==> src/rtl/r_resp_router.sv <==
// rtl/r_resp_router.sv - read-data return router: slave R beats to M0/M1 by master tag
module r_resp_router #(
   parameter int ID_BITS   = 4,
   parameter int DATA_BITS = 32
) (
   input  logic                 ACLK,
   input  logic                 ARESETn,
   input  logic [ID_BITS+3:0]   RID_S,
   input  logic [DATA_BITS-1:0] RDATA_S,
   input  logic [1:0]           RRESP_S,
   input  logic                 RLAST_S,
   input  logic                 RVALID_S,
   output logic                 RREADY_S,
   output logic [ID_BITS-1:0]   RID_M0,
   output logic [DATA_BITS-1:0] RDATA_M0,
   output logic [1:0]           RRESP_M0,
   output logic                 RLAST_M0,
   output logic                 RVALID_M0,
   input  logic                 RREADY_M0,
   output logic [ID_BITS-1:0]   RID_M1,
   output logic [DATA_BITS-1:0] RDATA_M1,
   output logic [1:0]           RRESP_M1,
   output logic                 RLAST_M1,
   output logic                 RVALID_M1,
   input  logic                 RREADY_M1,
   output logic [7:0]           beat_cnt,
   output logic                 err_tag
);

   localparam int IW = ID_BITS + 4;

   typedef enum logic [1:0] {IDLE, BURST_M0, BURST_M1, DROP} routeStateT;

   routeStateT state, stateNext;

   logic [IW-1:0]        bufId   [2];
   logic [DATA_BITS-1:0] bufData [2];
   logic [1:0]           bufResp [2];
   logic                 bufLast [2];
   logic                 wrPtr, rdPtr;
   logic [1:0]           count, countNext;

   logic                 headValid, headLast;
   logic [IW-1:0]        headId;
   logic [3:0]           headTag;
   logic                 push, pop, toM0, toM1, dropNow, errNow;

   logic [ID_BITS-1:0]   holdId0, holdId1;
   logic [DATA_BITS-1:0] holdData0, holdData1;
   logic [1:0]           holdResp0, holdResp1;
   logic                 holdLast0, holdLast1;

   assign headValid = (count != 2'd0);
   assign headId    = bufId[rdPtr];
   assign headLast  = bufLast[rdPtr];
   assign headTag   = headId[IW-1:ID_BITS];
   assign push      = RVALID_S & RREADY_S;

   // Routing decision for the head beat, pop condition and burst-lock transitions
   always_comb begin
      stateNext = state;
      toM0      = 1'b0;
      toM1      = 1'b0;
      dropNow   = 1'b0;
      errNow    = 1'b0;
      case (state)
         IDLE: begin
            if (headValid) begin
               if (headTag == 4'd0) begin
                  toM0 = 1'b1;
               end else if (headTag == 4'd1) begin
                  toM1 = 1'b1;
               end else begin
                  dropNow = 1'b1;
                  errNow  = 1'b1;
               end
            end
         end
         BURST_M0: begin
            toM0   = headValid;
            errNow = (headTag != 4'd0);
         end
         BURST_M1: begin
            toM1   = headValid;
            errNow = (headTag != 4'd1);
         end
         DROP: begin
            dropNow = headValid;
         end
         default: ;
      endcase
      pop = (toM0 & RREADY_M0) | (toM1 & RREADY_M1) | dropNow;
      if (pop) begin
         if (headLast) begin
            stateNext = IDLE;
         end else if (state == IDLE) begin
            stateNext = toM0 ? BURST_M0 : (toM1 ? BURST_M1 : DROP);
         end
      end
   end

   // Occupancy after this cycle's push/pop; drives the registered slave ready
   always_comb begin
      countNext = count;
      case ({push, pop})
         2'b10:   countNext = count + 2'd1;
         2'b01:   countNext = count - 2'd1;
         default: countNext = count;
      endcase
   end

   // Routing FSM state register
   always_ff @(posedge ACLK or negedge ARESETn) begin
      if (!ARESETn) state <= IDLE;
      else          state <= stateNext;
   end

   // Two-entry skid buffer storage, pointers and slave-side ready
   always_ff @(posedge ACLK or negedge ARESETn) begin
      if (!ARESETn) begin
         for (int i = 0; i < 2; i++) begin
            bufId[i]   <= '0;
            bufData[i] <= '0;
            bufResp[i] <= '0;
            bufLast[i] <= 1'b0;
         end
         wrPtr    <= 1'b0;
         rdPtr    <= 1'b0;
         count    <= 2'd0;
         RREADY_S <= 1'b0;
      end else begin
         if (push) begin
            bufId[wrPtr]   <= RID_S;
            bufData[wrPtr] <= RDATA_S;
            bufResp[wrPtr] <= RRESP_S;
            bufLast[wrPtr] <= RLAST_S;
            wrPtr          <= ~wrPtr;
         end
         if (pop) rdPtr <= ~rdPtr;
         count    <= countNext;
         RREADY_S <= (countNext != 2'd2);
      end
   end

   // Per-burst beat counter (saturating) and one-cycle tag error pulse
   always_ff @(posedge ACLK or negedge ARESETn) begin
      if (!ARESETn) begin
         beat_cnt <= 8'd0;
         err_tag  <= 1'b0;
      end else begin
         err_tag <= pop & errNow;
         if (pop) begin
            if (headLast)               beat_cnt <= 8'd0;
            else if (beat_cnt != 8'hFF) beat_cnt <= beat_cnt + 8'd1;
         end
      end
   end

   // Last beat accepted by each master, shown while that master is not selected
   always_ff @(posedge ACLK or negedge ARESETn) begin
      if (!ARESETn) begin
         holdId0   <= '0;
         holdData0 <= '0;
         holdResp0 <= '0;
         holdLast0 <= 1'b0;
         holdId1   <= '0;
         holdData1 <= '0;
         holdResp1 <= '0;
         holdLast1 <= 1'b0;
      end else begin
         if (toM0 & RREADY_M0) begin
            holdId0   <= headId[ID_BITS-1:0];
            holdData0 <= bufData[rdPtr];
            holdResp0 <= bufResp[rdPtr];
            holdLast0 <= headLast;
         end
         if (toM1 & RREADY_M1) begin
            holdId1   <= headId[ID_BITS-1:0];
            holdData1 <= bufData[rdPtr];
            holdResp1 <= bufResp[rdPtr];
            holdLast1 <= headLast;
         end
      end
   end

   assign RVALID_M0 = toM0;
   assign RID_M0    = toM0 ? headId[ID_BITS-1:0] : holdId0;
   assign RDATA_M0  = toM0 ? bufData[rdPtr]      : holdData0;
   assign RRESP_M0  = toM0 ? bufResp[rdPtr]      : holdResp0;
   assign RLAST_M0  = toM0 ? headLast            : holdLast0;

   assign RVALID_M1 = toM1;
   assign RID_M1    = toM1 ? headId[ID_BITS-1:0] : holdId1;
   assign RDATA_M1  = toM1 ? bufData[rdPtr]      : holdData1;
   assign RRESP_M1  = toM1 ? bufResp[rdPtr]      : holdResp1;
   assign RLAST_M1  = toM1 ? headLast            : holdLast1;

endmodule

==> config.mk <==
export PLATFORM = sky130hd
export DESIGN_NAME = r_resp_router
export DESIGN_NICKNAME = d
export VERILOG_FILES = /design/src/rtl/r_resp_router.sv
export SDC_FILE = /design/constraint.sdc
export NUM_CORES = 1
export LEC_CHECK = 0
export ABC_CLOCK_PERIOD_IN_PS = 3100
export BUFFER_PORTS_ARGS = -buffer_cell sky130_fd_sc_hd__buf_2
export CAP_MARGIN = 40
export CORE_AREA = 4 4 126 128
export DETAILED_ROUTE_END_ITERATION = 8
export DIE_AREA = 0 0 130 132
export GPL_ROUTABILITY_DRIVEN = 1
export GPL_TIMING_DRIVEN = 0
export PLACE_DENSITY = 0.8
export SKIP_CTS_REPAIR_TIMING = 1
export SYNTH_ARGS = -nofsm -noshare
export SYNTH_HDL_FRONTEND = slang
export SYNTH_SLANG_ARGS = --single-unit
==> constraint.sdc <==
create_clock -name ACLK -period 3.1 [get_ports ACLK]
set_input_delay 0 -clock ACLK [delete_from_list [all_inputs] [get_ports ACLK]]
set_output_delay 0 -clock ACLK [all_outputs]
set_load 0.005 [all_outputs]
==> out/results.ini <==
[run_status]
run_status = finished clean

[global_route]
maximum_number_of_pins_on_one_net_before_global_route_repair = 104
grt_total_ovfl = 0
grt_pass1_wl_mm = 34.0
grt_antenna_before_repair = 0
via_count_of_the_first_global_routing_pass = 6405
track_usage_pct = 25.3

[setup_path]
crit_required_ns = 3.10
cell_family_with_most_cp_delay = buffers and inverters
critical_path_depth = 9
reg2regPathDepth = 10
worst-r2r-setup-slack_ns = 0.30
timing.critical_path.arrival_ns = 2.97
path_cells = buf_6 -> or4_4 -> a211oi_2 -> nor2_1 -> inv_2 -> buf_2 -> buf_4 -> a21oi_1 -> buf_2
critical_path_s_most_frequent_cell = sky130_fd_sc_hd__buf_2
slowest_stage = sky130_fd_sc_hd__or4_4
timing.critical_path.to_type = primary output
worst-path-max-fanout = 10
timing.critical_path.slowest_cell_delay_ns = 0.59
cp_num_buf_inv = 5
timing.critical_path.from_type = flip-flop
path_class = flip-flop to primary output

[sta]
maxSlewHeadroom_pct = 46.1
setup_violations = 0
timing_max_transition_violations_final = 0
minimum_clock_period_ns = 2.97
rsz0062_at_grt = false
worst_tran_pin_value_ns = 0.809
final_critical_path_setup_slack_ns = 0.134
fin_skew_ns = 0.00848
finalHoldViolations = 0
fmaxAchievable_ghz = 0.337
post-route-period-util_pct = 95.7

[cts]
cts_buffer_depth = 2
tritoncts_clock_tree = yes
numCtsBuffers = 17
clock_insertion_delay_worst_skew_ns = 0.43
cts.sink_count = 180
root_buffer = sky130_fd_sc_hd__clkbuf_16
clkTransAtPathRegs_ns = 0.07
cts_htree_levels = 4

[final_layout]
finalInstanceArea_sq_um = 10100
layout-drive-gt1-share_pct = 30.3
syn_to_final_growth_pct = 24.6
seq_area_sq_um = 4500
insertedDiodeCount = 0
multiInputGateArea_sq_um = 3380
final_net_count = 1019
final.fill_count = 1143
finalCoreUtilization_pct = 68.2

[floorplanning]
chipWidth_um = 130
floorplan.initialDensity_pct = 54.7
num_rows = 45
placeableCoreArea_sq_um = 14900
dieHeight_um = 132
ioPinCount = 138
fp.dieArea_sq_um = 17200

[route]
drc = 0
dr_total_vias = 6557
m1WireLength_mm = 9.15
first_pass_iters = 5
detail-route-antenna-nets = 0
drt_wl_total_mm = 20.8
viasPerCell = 5.62
wire_per_inst_um = 17.9
first_iter_violations = 601
met3WireLength_mm = 1.17
routed-wl-met2_mm = 9.87
topRoutingLayerUsed = met4

[power]
cellLeakagePower_nw = 4.85
powerDensity_nw_per_um2 = 1210
post-layout-total-power_mw = 12.2
maximum_resistive_drop_on_vdd_mv = 0.554

[synth]
yosysTopAreaCellShare_pct = 55.4
synth_sequential_area_ratio_pct = 55.4
synth.yosys.warnings = 0
flops_latches_synth = 180
yosysUniqueCellTypes = 48
yosys.area.top_type = sky130_fd_sc_hd__dfrtp_1
async_reset_ff_share_pct = 100
synth.top_cells.by_count = sky130_fd_sc_hd__dfrtp_1, sky130_fd_sc_hd__mux2_2, sky130_fd_sc_hd__nor2_1
post_synth_main_area_contributors = sky130_fd_sc_hd__dfrtp_1, sky130_fd_sc_hd__mux2_2, sky130_fd_sc_hd__mux2i_1
post_syn_nets = 816
synth_enable_flop_cells = 0
synth_flop_cell = sky130_fd_sc_hd__dfrtp_1
syn_inst = 762
leading_cell_type_by_number_of_instances_after_synthesis = sky130_fd_sc_hd__dfrtp_1
synth_area_sq_um = 8140
post_synth.cell_area_avg_sq_um = 10.7

[placement]
io_buffers = 137
hpwlAfterDp_mm = 14.3
place.gp.congestion = 0.859
post_dp_cell_area_sq_um = 9090
placement.setup.worst_slack_ns = 0.277

[min_path]
hold_depth = 4
hold_path.class = primary input to flip-flop

[flow_run]
max-cap-violations = 0

-- cell usage in the layout (no fill, tap or decap), drive strengths merged, types with 2 or more instances in the layout --
master         n
a221oi         2
a211oi         2
inv            9
and2           3
and3           4
a31oi          3
or2            3
xor2           2
buf          164
clkbuf        46
clkinvlp       3
dlygate4sd3   45
a31o           2
dfrtp        180
nand3          7
ha             6
nor2          88
nand2         87
o211ai         2
nor3           3
a21oi         79
o21a           2
mux2          89
mux2i         41
o21ai         83
bufinv         2
clkinv         4
xnor2          2
a22o           2
or3            2
-- registers in the layout, indices dropped and copies added, names as in the netlist --
name and cells:
err_tag 1, RREADY_S 1, holdLast0 1, holdLast1 1, holdResp1 2, count 2
bufResp 4, holdData0 32, holdId1 4, holdResp0 2, beat_cnt 8, bufData 64
holdId0 4, wrPtr 1, bufId 16, rdPtr 1, bufLast 2, state 2
holdData1 32
-- path summary, 6_finish.rpt --
kind                          startpoint       endpoint
max reg2reg                        rdPtr       RREADY_S
min                            RREADY_M0    beat_cnt[7]
max in group asynchronous        ARESETn      bufId[13]
max                                rdPtr   RDATA_M0[11]
min in group asynchronous        ARESETn    bufData[21]
min reg2reg                holdData1[30]  holdData1[30]
-- routing by layer --
| metal | vias up | GRT usage, % |
|---|---|---|
| li1 | 3050 | - |
| met1 | 3219 | 36.4 |
| met2 | 238 | 38.3 |
| met3 | 50 | 5.43 |
| met4 | 0 | 9.12 |
| met5 | - | 0 |
-- where the power goes --
| part | leakage, nW | internal (mW) | switching [mW] |
|---|---|---|---|
| logic | 2.37 | 2.56 | 3.46 |
| registers | 2.20 | 3.48 | 0.608 |
| clock network | 0.279 | 1.25 | 0.881 |
-- logic make-up after synthesis --
logic type	count (synthesis)	share of synthesized area, %
flip-flops	180	55.4
multiplexers	130	17.4
adder cells (fa/ha/maj)	6	0.923
buffers and inverters	57	3.15
XOR/XNOR	4	0.431
AO/OA/AOI/OAI	185	12.8
AND/OR/NAND/NOR	200	10.0
-- final cells by class --
class / instances / area share, %
Buffer: 48 / 2.20
Clock buffer: 23 / 4.71
Clock inverter: 9 / 1.01
Inverter: 9 / 0.333
Multi-Input combinational cell: 525 / 33.4
Sequential cell: 180 / 44.4
Tap cell: 188 / 2.32
Timing Repair Buffer: 184 / 11.6
-- worst min-delay path: cells and delay by family --
kind / cells / cell delay (ns)
AO/OA/AOI/OAI: 2 / 0.20
AND/OR/NAND/NOR: 1 / 0.11
buffers and inverters: 1 / 0.12
-- stage by stage --
step / std cells / hold WS, ns / setup TNS [ns]
after detailed placement: 1088 / 0.0190 / 0
after CTS: 1120 / -0.443 / 0
after floorplan: 762 / -0.296 / 0
after global routing: 1166 / 0.0701 / 0
after global placement: 1087 / 0.248 / -145.72
final: 1166 / 0.0489 / 0
(Power assumes the default switching activity.)
